==> config.mk <==
export PLATFORM = sky130hd
export DESIGN_NAME = clkroot_div
export DESIGN_NICKNAME = d
export VERILOG_FILES = /design/src/rtl/clkroot_div.sv
export SDC_FILE = /design/constraint.sdc
export NUM_CORES = 1
export LEC_CHECK = 0
export CORE_ASPECT_RATIO = 0.6
export CORE_MARGIN = 5
export CORE_UTILIZATION = 62
export DETAILED_ROUTE_END_ITERATION = 10
export PLACE_DENSITY = 0.85
export RECOVER_POWER = 25
export SYNTH_ARGS = -nofsm -noshare
export SYNTH_HDL_FRONTEND = slang
export SYNTH_SLANG_ARGS = --single-unit
==> constraint.sdc <==
create_clock -name clk -period 11.35 [get_ports clk]
set_clock_uncertainty 0.1 [all_clocks]
set_input_delay 2.8375 -clock clk [delete_from_list [all_inputs] [get_ports clk]]
set_output_delay 2.8375 -clock clk [all_outputs]
set_load 0.03 [all_outputs]
==> src/rtl/clkroot_div.sv <==
// clkroot_div: multi-channel clock root generator.
//
// Each channel divides clk by an effective divisor D (div < 2 is treated as
// 2). It produces a near-50% duty clock that is high for D - floor(D/2)
// cycles and low for floor(D/2) cycles. The clock leaves a flop and passes
// through a per-channel anchor buffer, so constraints can find the generated
// clock net by instance name.
//
// A channel starts a period one cycle after en is seen while idle. When en
// drops, the channel always finishes the period in progress, so no runt phase
// is ever emitted. Only a reset can cut a period short.
//
// Ports:
//   clk      in   source clock
//   rst      in   synchronous active-high reset
//   en       in   [N_CH]        per-channel run request (level)
//   div      in   [N_CH*W_DIV]  per-channel divisor, channel c at div[c*W_DIV +: W_DIV]
//   clk_out  out  [N_CH]        divided clocks (flop -> anchor buffer)
//   tick     out  [N_CH]        clk-domain strobe coincident with clk_out rising
//   running  out  [N_CH]        channel is emitting periods (not idle)
module clkroot_div #(
  parameter int N_CH  = 1,
  parameter int W_DIV = 8
) (
  input  logic                    clk,
  input  logic                    rst,
  input  logic [N_CH-1:0]         en,
  input  logic [N_CH*W_DIV-1:0]   div,
  output logic [N_CH-1:0]         clk_out,
  output logic [N_CH-1:0]         tick,
  output logic [N_CH-1:0]         running
);

  typedef enum logic [1:0] {
    S_IDLE  = 2'd0,
    S_RUN   = 2'd1,
    S_DRAIN = 2'd2
  } state_e;

  for (genvar c = 0; c < N_CH; c++) begin : g_ch
    state_e           state_q;
    logic [W_DIV-1:0] cnt_q;      // index k of the next output cycle to emit
    logic [W_DIV-1:0] cur_div_q;  // divisor of the period in progress
    logic             clk_q;
    logic             tick_q;
    logic             run_q;

    logic [W_DIV-1:0] div_raw;
    logic [W_DIV-1:0] div_eff;
    logic [W_DIV-1:0] per_len;
    logic [W_DIV-1:0] hi_len;
    logic             last;

    always_comb begin
      div_raw = div[c*W_DIV +: W_DIV];
      div_eff = (div_raw < W_DIV'(2)) ? W_DIV'(2) : div_raw;
      // At k = 0 the new divisor is being captured this very edge, so the
      // period shape must already come from it, not from cur_div_q.
      per_len = (cnt_q == '0) ? div_eff : cur_div_q;
      hi_len  = per_len - (per_len >> 1);
      last    = (cnt_q == per_len - 1'b1);
    end

    always_ff @(posedge clk) begin
      if (rst) begin
        state_q   <= S_IDLE;
        cnt_q     <= '0;
        cur_div_q <= W_DIV'(2);
        clk_q     <= 1'b0;
        tick_q    <= 1'b0;
        run_q     <= 1'b0;
      end else begin
        // running is delayed one cycle so that it rises and falls together
        // with the first and last registered output cycle of the channel.
        run_q <= (state_q != S_IDLE);
        case (state_q)
          S_IDLE: begin
            clk_q  <= 1'b0;
            tick_q <= 1'b0;
            cnt_q  <= '0;
            if (en[c]) state_q <= S_RUN;
          end
          S_RUN, S_DRAIN: begin
            if (cnt_q == '0) cur_div_q <= div_eff;
            clk_q  <= (cnt_q < hi_len);
            tick_q <= (cnt_q == '0);
            if (last) begin
              // Period boundary: the only place a channel may stop.
              cnt_q   <= '0;
              state_q <= en[c] ? S_RUN : S_IDLE;
            end else begin
              cnt_q   <= cnt_q + 1'b1;
              state_q <= en[c] ? S_RUN : S_DRAIN;
            end
          end
          default: begin
            state_q <= S_IDLE;
            cnt_q   <= '0;
            clk_q   <= 1'b0;
            tick_q  <= 1'b0;
          end
        endcase
      end
    end

    assign tick[c]    = tick_q;
    assign running[c] = run_q;

`ifdef GF180MCU
    (* keep *)
    gf180mcu_fd_sc_mcu9t5v0__clkbuf_16 magic_clkroot_anchor_u (
      .I (clk_q),
      .Z (clk_out[c])
    );
`else
    assign clk_out[c] = clk_q;
`endif
  end

endmodule

==> results of run 1 <==
-- stage by stage --
step | utilization | setup WS, ns
floorplan | - | 5.093
global placement | 0.7153 | 4.553
detailed placement | 0.7153 | 4.395
CTS | 0.7346 | 4.673
global route | 0.7346 | 4.294
finish | 0.7346 | 4.533
-- power by group --
group / total [mW] / switching [mW] / internal [mW]
clock network: 0.0501 / 0.0253 / 0.0248
registers: 0.0807 / 0.00291 / 0.0777
logic: 0.0732 / 0.0406 / 0.0326
total: 0.204 / 0.0688 / 0.135
-- sequential cells by signal (all words and copies together), names as in the netlist --
signal,cells
clk_out,1
g_ch.cnt_q,8
g_ch.cur_div_q,8
g_ch.state_q,2
running,1
tick,1
-- worst max-delay path, cell delays in order --
cell and delay, ns:
dlygate4sd3_1 0.55, or4_1 0.50, nor4_1 0.52, a2bb2oi_2 0.33, ha_1 0.23, fa_1 0.43
ha_1 0.28, a21o_1 0.15, a21o_1 0.16, a21o_1 0.17, a21o_1 0.17, a21o_1 0.17
a21o_1 0.17, a211oi_1 0.22
-- layer usage --
metal	share of wire	vias up
met2	0.46	25
met4	0.0078	0
met1	0.50	631
met5	0	-
met3	0.034	4
li1	-	680
-- final timing paths --
kind / start / to / depth (start not counted)
worst max register to register: g_ch[0].cnt_q[2] / clk_out / 13
worst min register to register: g_ch[0].cur_div_q[6] / g_ch[0].cur_div_q[6] / 2
worst min-delay path: g_ch[0].cur_div_q[6] / g_ch[0].cur_div_q[6] / 2
worst max-delay path: div[2] / clk_out / 14
-- cell type report --
| cell class | instances | area [sq um] | share of cell area |
|---|---|---|---|
| clock buffer | 3 | 41.29 | 0.02228 |
| multi-input combinational | 146 | 1157 | 0.6246 |
| tap | 32 | 40.04 | 0.02161 |
| timing repair buffer | 13 | 130.1 | 0.07022 |
| inverter | 15 | 56.30 | 0.03038 |
| clock inverter | 1 | 7.507 | 0.004051 |
| sequential | 21 | 420.4 | 0.2269 |
-- synthesized netlist by cell type --
cell | n | area share
nor3b_1 | 1 | 0.0045
ha_1 | 25 | 0.19
a31oi_1 | 1 | 0.0038
clkbuf_1 | 5 | 0.011
o22ai_2 | 1 | 0.0076
mux2_1 | 1 | 0.0068
o22ai_1 | 1 | 0.0038
or3_1 | 2 | 0.0076
xor2_1 | 12 | 0.064
or4_4 | 1 | 0.0068
mux2i_1 | 6 | 0.036
a21oi_1 | 5 | 0.015
xnor2_1 | 9 | 0.048
o21ai_1 | 1 | 0.0030
a2bb2oi_2 | 1 | 0.0091
or2_1 | 1 | 0.0038
inv_2 | 1 | 0.0023
nand2_1 | 7 | 0.016
o21bai_1 | 2 | 0.0091
nor3_1 | 9 | 0.027
or4_1 | 4 | 0.018
o32a_1 | 1 | 0.0061
inv_1 | 14 | 0.032
a21boi_1 | 1 | 0.0045
dfxtp_1 | 21 | 0.25
fa_1 | 1 | 0.012
o22a_1 | 1 | 0.0053
nor2_1 | 18 | 0.041
a21o_1 | 6 | 0.027
nand4_1 | 1 | 0.0038
nand2b_1 | 6 | 0.023
and3_1 | 2 | 0.0076
nor4_4 | 1 | 0.013
nand3_1 | 6 | 0.018
o32ai_1 | 1 | 0.0053
nor3_4 | 1 | 0.0098
a211oi_1 | 9 | 0.041
nor4_1 | 1 | 0.0038
-- kinds of logic after synthesis --
family	after synthesis	synth area share
buffers and inverters	20	0.04542
xor gates and xnor gates	21	0.1113
AOI/OAI and AO/OA	31	0.1408
and+or+nand+nor	61	0.2036
muxes	7	0.04315
DFF	21	0.2544
adders and majority gates	26	0.2014
-- layout by cell type (no fill, tap or decap), types with 7 or more instances in the layout --
cell type and count:
clkdlybuf4s50_1 7, ha_1 25, xor2_1 12, a211oi_1 9, nor2_1 18, inv_1 14, xnor2_1 9, nand2_1 7
nor3_1 9, dfxtp_1 21
==> out/qor_table.md, run 1 <==
| Item | Reported | Unit |
|---|---|---|
| Startpoint types | input port | - |
| HPWL reported at the end of detailed placement | 2803 | microns |
| Total power of the final layout | 203.9 | uW |
| Max-cap viol count | 0 | - |
| Number of antenna violations at the first check in global routing | 0 | - |
| Number of buffer cells added on primary ports | 13 | - |
| CP max FO | 6 | - |
| Effective utilization at floorplan | 0.6553 | - |
| Clock slew at the register clock pins of the worst setup and hold paths | 0.08 | ns |
| Synthesized netlist net count | 224 | - |
| Placed Cells | 227 | - |
| Skew-Pair Late Insertion Delay | 0.26 | ns |
| Site row count | 14 | - |
| Category of the worst setup path capture point | flip-flop | - |
| Mean post-synth cell area | 8.839 | sq um |
| Instance area at placement | 0.001804 | sq mm |
| Maximum ir drop on the vdd rail | 0.00008842 | V |
| Seq/Total Area, Yosys | 0.2544 | - |
| Die height | 50.00 | microns |
| Remaining antenna violation count after routing | 0 | - |
| Number of vias per cell | 5.801 | - |
| Number of nets in the finished design | 237 | - |
| Met3 Track Usage GR | 0.03818 | - |
| Setup total negative slack | 0 | ns |
| Final Instance Count excl. Fillers | 231 | - |
| Synthesized flop and latch total | 21 | - |
| Share of post-route cells with drive strength above 1 | 0.05025 | - |
| Sinks on Clock Net | 21 | - |
| Die Wd | 76.66 | microns |
| Class of the most critical setup path | in2reg | - |
| Setup slack of the worst register-to-register path | 6.81 | ns |
| Via count of the first global-routing pass | 1288 | - |
| Number of max-slew violations in the final report | 0 | - |
| Global routing's busiest layer | met2 | - |
| Final instance area | 0.001853 | sq mm |
| Yosys Warn Count | 0 | - |
| Root buffer cell | clkbuf_8 | - |
| Peak clock frequency supported by timing | 146.7 | MHz |
| Signal arrival time at the worst endpoint | 6.89 | ns |
| Transition at the pin with the smallest max-transition slack | 0.7912 | ns |
| Clock tree from TritonCTS | done | - |
| Met1 track demand over resource | 0.2609 | - |
| Die area | 0.003832 | sq mm |
| Post-Route Hold Slack | 0.3916 | ns |
| Number of DRC violations after detailed routing | 0 | - |
| Power Dens Cells | 110.1 | mW/mm^2 |
| Final Setup Violations | 0 | - |
| Drt first pass iters | 4 | - |
| Routability congestion estimate from global placement | 0.8216 | - |
| Overflow left after global routing | 0 | - |
| Aggregate routed wire length | 3476 | microns |
| Worst-case headroom to the max-slew limit | 0.4575 | - |
| Synthesized instance count | 187 | - |
| Hold/Removal Path Class | reg2reg | - |
| Post-CTS setup buffer count | 0 | - |
| Diodes inserted | 0 | - |
| GRT Resource Usage Total | 0.1897 | - |
| Core region area | 0.002522 | sq mm |
| Count of final hold-check violations | 0 | - |
| Routed via count | 1340 | - |
| Static leakage power | 0.8728 | nW |
| Number of filler instances in the final layout | 195 | - |
| Setup repair after global routing missed its margin | no | - |
| Final critical path time including I/O delays and setup | 6.817 | ns |
| Global-route wire length before repair | 5975 | microns |
| Synth-to-layout area growth | 12.11 | % |
| Iter 0 DRT Violations | 82 | - |
| Resized cells post-CTS | 0 | - |
| Maximum number of pins on one net before global-route repair | 19 | - |
| WL per Instance | 15.05 | microns |
| I/O pin total | 14 | - |
| Number of buffers on the longest clock path | 2 | - |
| H-tree lvl count | 1 | - |
| Routing usage on met2 | 0.3011 | - |
| Yosys cell types | 38 | - |
| Cts bufs inserted | 3 | - |
| Cell Area, Synth | 0.001653 | sq mm |
| Count of hold buffers inserted by post-cts repair | 0 | - |
| Crit path required time | 11.43 | ns |
| Run status | completed | - |
| Final worst path period share | 0.6006 | - |
(Power assumes the default switching activity.)
==> run 2, diff against run 1 <==
Settings changed: CORE_UTILIZATION 62 to 52, PLACE_DENSITY 0.85 to 0.76.
Clock period 11.35 ns to 6.2 ns, I/O delays scaled along.
==> run 2 against run 1 <==
First-iteration DRC count down 21%; utilization down 11 points; total power up 84%; critical endpoint unchanged; via count up 1.1%; non-clock buffer count unchanged; worst hold slack worse by 0.0015 ns; flip-flop and latch count unchanged.
==> out/qor_table.md, run 2 (same netlist as run 1, synthesis figures left out) <==
| Item | Reported | Unit |
|---|---|---|
| Final critical path time including I/O delays and setup | 5.548 | ns |
| Run status | completed | - |
| Clock tree from TritonCTS | done | - |
| Cts bufs inserted | 3 | - |
| WL per Instance | 15.17 | microns |
| Die area | 0.004443 | sq mm |
| Maximum number of pins on one net before global-route repair | 19 | - |
| Count of final hold-check violations | 0 | - |
| HPWL reported at the end of detailed placement | 2894 | microns |
| Worst-case headroom to the max-slew limit | 0.4111 | - |
| H-tree lvl count | 1 | - |
| Startpoint types | input port | - |
| Aggregate routed wire length | 3656 | microns |
| Via count of the first global-routing pass | 1290 | - |
| Setup total negative slack | 0 | ns |
| Final Setup Violations | 0 | - |
| Resized cells post-CTS | 0 | - |
| Post-CTS setup buffer count | 0 | - |
| Category of the worst setup path capture point | flip-flop | - |
| Top Registers | g_ch.cnt_q (8), g_ch.cur_div_q (8), g_ch.state_q (2) | - |
| GRT Resource Usage Total | 0.1867 | - |
| Site row count | 15 | - |
| Hold/Removal Path Class | reg2reg | - |
| Count of hold buffers inserted by post-cts repair | 0 | - |
| Effective utilization at floorplan | 0.5574 | - |
| Number of max-slew violations in the final report | 0 | - |
| Routed via count | 1355 | - |
| Final instance area | 0.001866 | sq mm |
| Static leakage power | 0.8728 | nW |
| Commonest cells after routing, fill and taps aside | ha_1, dfxtp_1, nor2_1 | - |
| Number of antenna violations at the first check in global routing | 0 | - |
| Number of nets in the finished design | 237 | - |
| Power Dens Cells | 201.7 | mW/mm^2 |
| Final Instance Count excl. Fillers | 241 | - |
| Diodes inserted | 0 | - |
| Number of buffers on the longest clock path | 2 | - |
| Cell-by-cell listing of the critical path | dlygate4sd3_1 > or4_1 > nor4_1 > a2bb2oi_2 > ha_1 > fa_1 > ha_1 > a21o_1 > a21o_1 > a21o_1 > a21o_1 > a21o_1 > a21o_1 > a211oi_1 | - |
| Placed Cells | 237 | - |
| Number of DRC violations after detailed routing | 0 | - |
| Iter 0 DRT Violations | 65 | - |
| Root buffer cell | clkbuf_8 | - |
| Setup repair after global routing missed its margin | no | - |
| Remaining antenna violation count after routing | 0 | - |
| Share of post-route cells with drive strength above 1 | 0.05025 | - |
| Maximum ir drop on the vdd rail | 0.0001307 | V |
| Global-route wire length before repair | 6141 | microns |
| Crit path required time | 6.28 | ns |
| Skew-Pair Late Insertion Delay | 0.27 | ns |
| CP max FO | 6 | - |
| Total power of the final layout | 376.2 | uW |
| Peak clock frequency supported by timing | 180.2 | MHz |
| Drt first pass iters | 4 | - |
| Core region area | 0.002965 | sq mm |
| Clock slew at the register clock pins of the worst setup and hold paths | 0.08 | ns |
| Die height | 53.67 | microns |
| Final worst path period share | 0.8949 | - |
| Instance area at placement | 0.001817 | sq mm |
| Class of the most critical setup path | in2reg | - |
| Max-cap viol count | 0 | - |
| Number of vias per cell | 5.622 | - |
| Transition at the pin with the smallest max-transition slack | 0.8587 | ns |
| Synth-to-layout area growth | 12.87 | % |
| Die Wd | 82.79 | microns |
| Highest-delay cell along the critical path | dlygate4sd3_1 | - |
| Sinks on Clock Net | 21 | - |
| I/O pin total | 14 | - |
| Most frequent standard cell in the layout excluding fill and tap cells | ha_1 | - |
| Peak per-stage delay on the critical path | 0.55 | ns |
| Overflow left after global routing | 0 | - |
| Top cell by count, worst path | a21o_1 | - |
| Number of buffer cells added on primary ports | 13 | - |
| Signal arrival time at the worst endpoint | 5.63 | ns |
| Routability congestion estimate from global placement | 0.8459 | - |
run 2: per-layer routing:
| layer | part of all wire | track usage | routed length (microns) |
|---|---|---|---|
| met5 | 0 | 0 | 0 |
| met4 | 0.0098 | 0.05707 | 36 |
| met3 | 0.073 | 0.04348 | 267 |
| met2 | 0.44 | 0.2952 | 1617 |
| met1 | 0.47 | 0.2538 | 1735 |
run 2: final cells by class:
| class | count | area, sq um |
|---|---|---|
| Timing Repair Buffer | 13 | 130.1 |
| Tap cell | 42 | 52.55 |
| Clock inverter | 1 | 7.507 |
| Sequential cell | 21 | 420.4 |
| Multi-Input combinational cell | 146 | 1157 |
| Inverter | 15 | 56.30 |
| Fill cell | 270 | 1100 |
| Clock buffer | 3 | 41.29 |
run 2: critical path, delay by kind of cell:
| kind | cells | cell delay (ns) |
|---|---|---|
| AO/OA/AOI/OAI | 8 | 1.54 |
| adder cells (fa/ha/maj) | 3 | 0.96 |
| buffers and inverters | 1 | 0.55 |
| AND/OR/NAND/NOR | 2 | 1.02 |
run 2: power by group:
part | switching (mW) | internal, mW | total [mW]
Clock | 0.0477 | 0.0455 | 0.0931
Combinational | 0.0756 | 0.0599 | 0.136
Sequential | 0.00523 | 0.142 | 0.148
Total | 0.129 | 0.248 | 0.376
run 2: through the flow:
stage          utilization  worst slack [ns]  hold WS (ns)
2_1_floorplan            -             1.230        0.3625
3_3_place_gp        0.6127            0.6830        0.3746
3_5_place_dp        0.6127            0.5029        0.3803
4_1_cts             0.6291            0.7917        0.3905
5_1_grt             0.6291            0.4467        0.4071
6_report            0.6291            0.6516        0.3901
run 2: path summary, 6_finish.rpt:
check                                           from              endpoint  slack, ns  depth (start not counted)
worst max-delay path                          div[2]               clk_out       0.65                         14
worst min-delay path            g_ch[0].cur_div_q[6]  g_ch[0].cur_div_q[6]       0.39                          2
worst max register to register      g_ch[0].cnt_q[2]               clk_out       1.62                         13
worst min register to register  g_ch[0].cur_div_q[6]  g_ch[0].cur_div_q[6]       0.39                          2
==> run 3, diff against run 2 <==
Settings changed: REMOVE_ABC_BUFFERS set to 1.
==> run 3 against run 2 <==
Flip-flop and latch count is the same; via count fell by 2.9%; design area unchanged; non-clock buffer count unchanged; critical path depth rose by 1; fmax is 0.67% lower; register-to-register slack better by 0.03 ns; worst hold slack improved by 0.0078 ns; first-iteration DRC count increased by 11%; critical path type unchanged; critical endpoint unchanged.
==> out/qor_table.md, run 3 (same netlist as run 1, synthesis figures left out) <==
| Item | Reported | Unit |
|---|---|---|
| Run status | completed | - |
| Drt first pass iters | 4 | - |
| Combinational power share | 0.356 | - |
| Skew-Pair Late Insertion Delay | 0.26 | ns |
| Root buffer cell | clkbuf_8 | - |
| Final instance area | 0.001866 | sq mm |
| Startpoint types | input port | - |
| Number of buffer cells added on primary ports | 13 | - |
| Most frequent standard cell in the layout excluding fill and tap cells | ha_1 | - |
| Number of buffers on the longest clock path | 2 | - |
| Signal arrival time at the worst endpoint | 5.66 | ns |
| Number of max-slew violations in the final report | 0 | - |
| Power dissipated by switching net loads | 126.3 | uW |
| Top cell by count, worst path | a21o_1 | - |
| Top Registers | g_ch.cnt_q (8), g_ch.cur_div_q (8), g_ch.state_q (2) | - |
| GRT Resource Usage Total | 0.1817 | - |
| Site row count | 15 | - |
| Sinks on Clock Net | 21 | - |
| HPWL reported at the end of detailed placement | 2833 | microns |
| Critical path startpoint | div[2] | - |
| Synth-to-layout area growth | 12.87 | % |
| Setup repair after global routing missed its margin | no | - |
| Start point of the worst hold path | g_ch[0].cur_div_q[7] | - |
| Clock tree from TritonCTS | done | - |
| Clock slew at the register clock pins of the worst setup and hold paths | 0.08 | ns |
| Die Wd | 82.79 | microns |
| Worst-case headroom to the max-slew limit | 0.4612 | - |
| Number of filler instances in the final layout | 268 | - |
| Maximum ir drop on the vdd rail | 0.0001171 | V |
| Die height | 53.67 | microns |
| Maximum number of pins on one net before global-route repair | 19 | - |
| I/O pin total | 14 | - |
| Number of DRC violations after detailed routing | 0 | - |
| Final Setup Violations | 0 | - |
| Transition at the pin with the smallest max-transition slack | 0.7857 | ns |
| Setup total negative slack | 0 | ns |
| Routed via count | 1316 | - |
| Power Dens Cells | 200.3 | mW/mm^2 |
| Max-cap viol count | 0 | - |
| Resized cells post-CTS | 0 | - |
| Worst R2R Start | g_ch[0].cnt_q[2] | - |
| CP max FO | 6 | - |
| Global-route wire length before repair | 6051 | microns |
| H-tree lvl count | 1 | - |
| Sequential share of power | 0.396 | - |
| Iter 0 DRT Violations | 72 | - |
| Instance area at placement | 0.001817 | sq mm |
| Effective utilization at floorplan | 0.5574 | - |
| Number of vias per cell | 5.461 | - |
| Via count of the first global-routing pass | 1283 | - |
| Aggregate routed wire length | 3577 | microns |
| Count of hold buffers inserted by post-cts repair | 0 | - |
| Share of post-route cells with drive strength above 1 | 0.05025 | - |
| Static leakage power | 0.8725 | nW |
| Final critical path time including I/O delays and setup | 5.586 | ns |
| Cell-by-cell listing of the critical path | dlygate4sd3_1 > or4_1 > nor4_1 > o22ai_2 > inv_1 > ha_1 > fa_1 > ha_1 > a21o_1 > a21o_1 > a21o_1 > a21o_1 > a21o_1 > a21o_1 > a211oi_1 | - |
| Category of the worst setup path capture point | flip-flop | - |
| Peak clock frequency supported by timing | 179.0 | MHz |
| Class of the most critical setup path | in2reg | - |
| Internal Dissipation | 247.4 | uW |
| Commonest cells after routing, fill and taps aside | ha_1, dfxtp_1, nor2_1 | - |
| Diodes inserted | 0 | - |
| Post-CTS setup buffer count | 0 | - |
| Final worst path period share | 0.9009 | - |
| Switching part of the total | 0.3380 | - |
| WL per Instance | 14.84 | microns |
| Crit path required time | 6.27 | ns |
| Highest-delay cell along the critical path | dlygate4sd3_1 | - |
| Overflow left after global routing | 0 | - |
| Hold/Removal Path Class | reg2reg | - |
| Die area | 0.004443 | sq mm |
| Count of final hold-check violations | 0 | - |
| Clock power frac | 0.248 | - |
| Buf/Inv on CP | 2 | - |
| Number of nets in the finished design | 237 | - |
| Core region area | 0.002965 | sq mm |
| Routability congestion estimate from global placement | 0.8465 | - |
| Cell family with most CP delay | compound AO/OA/AOI/OAI gates | - |
| Cts bufs inserted | 3 | - |
| Remaining antenna violation count after routing | 0 | - |
| Number of antenna violations at the first check in global routing | 0 | - |
| Peak per-stage delay on the critical path | 0.55 | ns |
## run 3: changes by cell type in the layout (fill, tap and decap cells not counted)
cell / previous run / this run
clkdlybuf4s50_1: 7 / 8
dlygate4sd3_1: 6 / 5
## run 3: path summary, 6_finish.rpt
| path | to | slack, ns | cells after the start |
|---|---|---|---|
| min reg2reg | g_ch[0].cur_div_q[7] | 0.40 | 2 |
| max | clk_out | 0.61 | 15 |
| min | g_ch[0].cur_div_q[7] | 0.40 | 2 |
| max reg2reg | clk_out | 1.65 | 13 |
## run 3: worst register-to-register path, stage by stage, from the launching register on
cell and delay [ns]:
dfxtp_1 0.41, or4_4 0.61, nor3_4 0.47, mux2i_1 0.65, inv_1 0.19, fa_1 0.59, ha_1 0.23, a21o_1 0.16
a21o_1 0.17, a21o_1 0.18, a21o_1 0.17, a21o_1 0.17, a21o_1 0.17, a211oi_1 0.22
## run 3: stage by stage
stage	power [mW]	util	hold WS [ns]	instances	setup WS, ns
after floorplan	0.2500	-	0.3574	182	1.229
after global placement	0.2781	0.6127	0.3751	237	0.6736
after detailed placement	0.2839	0.6127	0.3855	237	0.4650
after CTS	0.3764	0.6291	0.3994	241	0.7347
after global routing	0.4008	0.6291	0.4146	241	0.3980
final	0.3737	0.6291	0.3979	241	0.6142
## run 3: layout make-up
type | count | area (sq um) | area share
Timing Repair Buffer | 13 | 130.1 | 0.06975
Multi-Input combinational cell | 146 | 1157 | 0.6204
Clock buffer | 3 | 41.29 | 0.02213
Clock inverter | 1 | 7.507 | 0.004024
Sequential cell | 21 | 420.4 | 0.2254
Inverter | 15 | 56.30 | 0.03018
Tap cell | 42 | 52.55 | 0.02817
## run 3: power groups by stage
stage | Sequential [mW] | Clock, mW | Combinational (mW)
detailed placement | 0.151 | 0 | 0.133
global placement | 0.151 | 0 | 0.127
floorplan | 0.152 | 0 | 0.0982
finish | 0.148 | 0.0926 | 0.133
global route | 0.149 | 0.102 | 0.150
CTS | 0.148 | 0.0952 | 0.133
## run 3: metal layers
| layer | global-route usage | wire length (microns) | share of wire | vias up |
|---|---|---|---|---|
| met3 | 0.04515 | 159 | 0.044 | 4 |
| li1 | - | - | - | 686 |
| met1 | 0.2518 | 1797 | 0.50 | 605 |
| met5 | 0 | 0 | 0 | - |
| met2 | 0.2832 | 1597 | 0.45 | 21 |
| met4 | 0.04620 | 22 | 0.0062 | 0 |
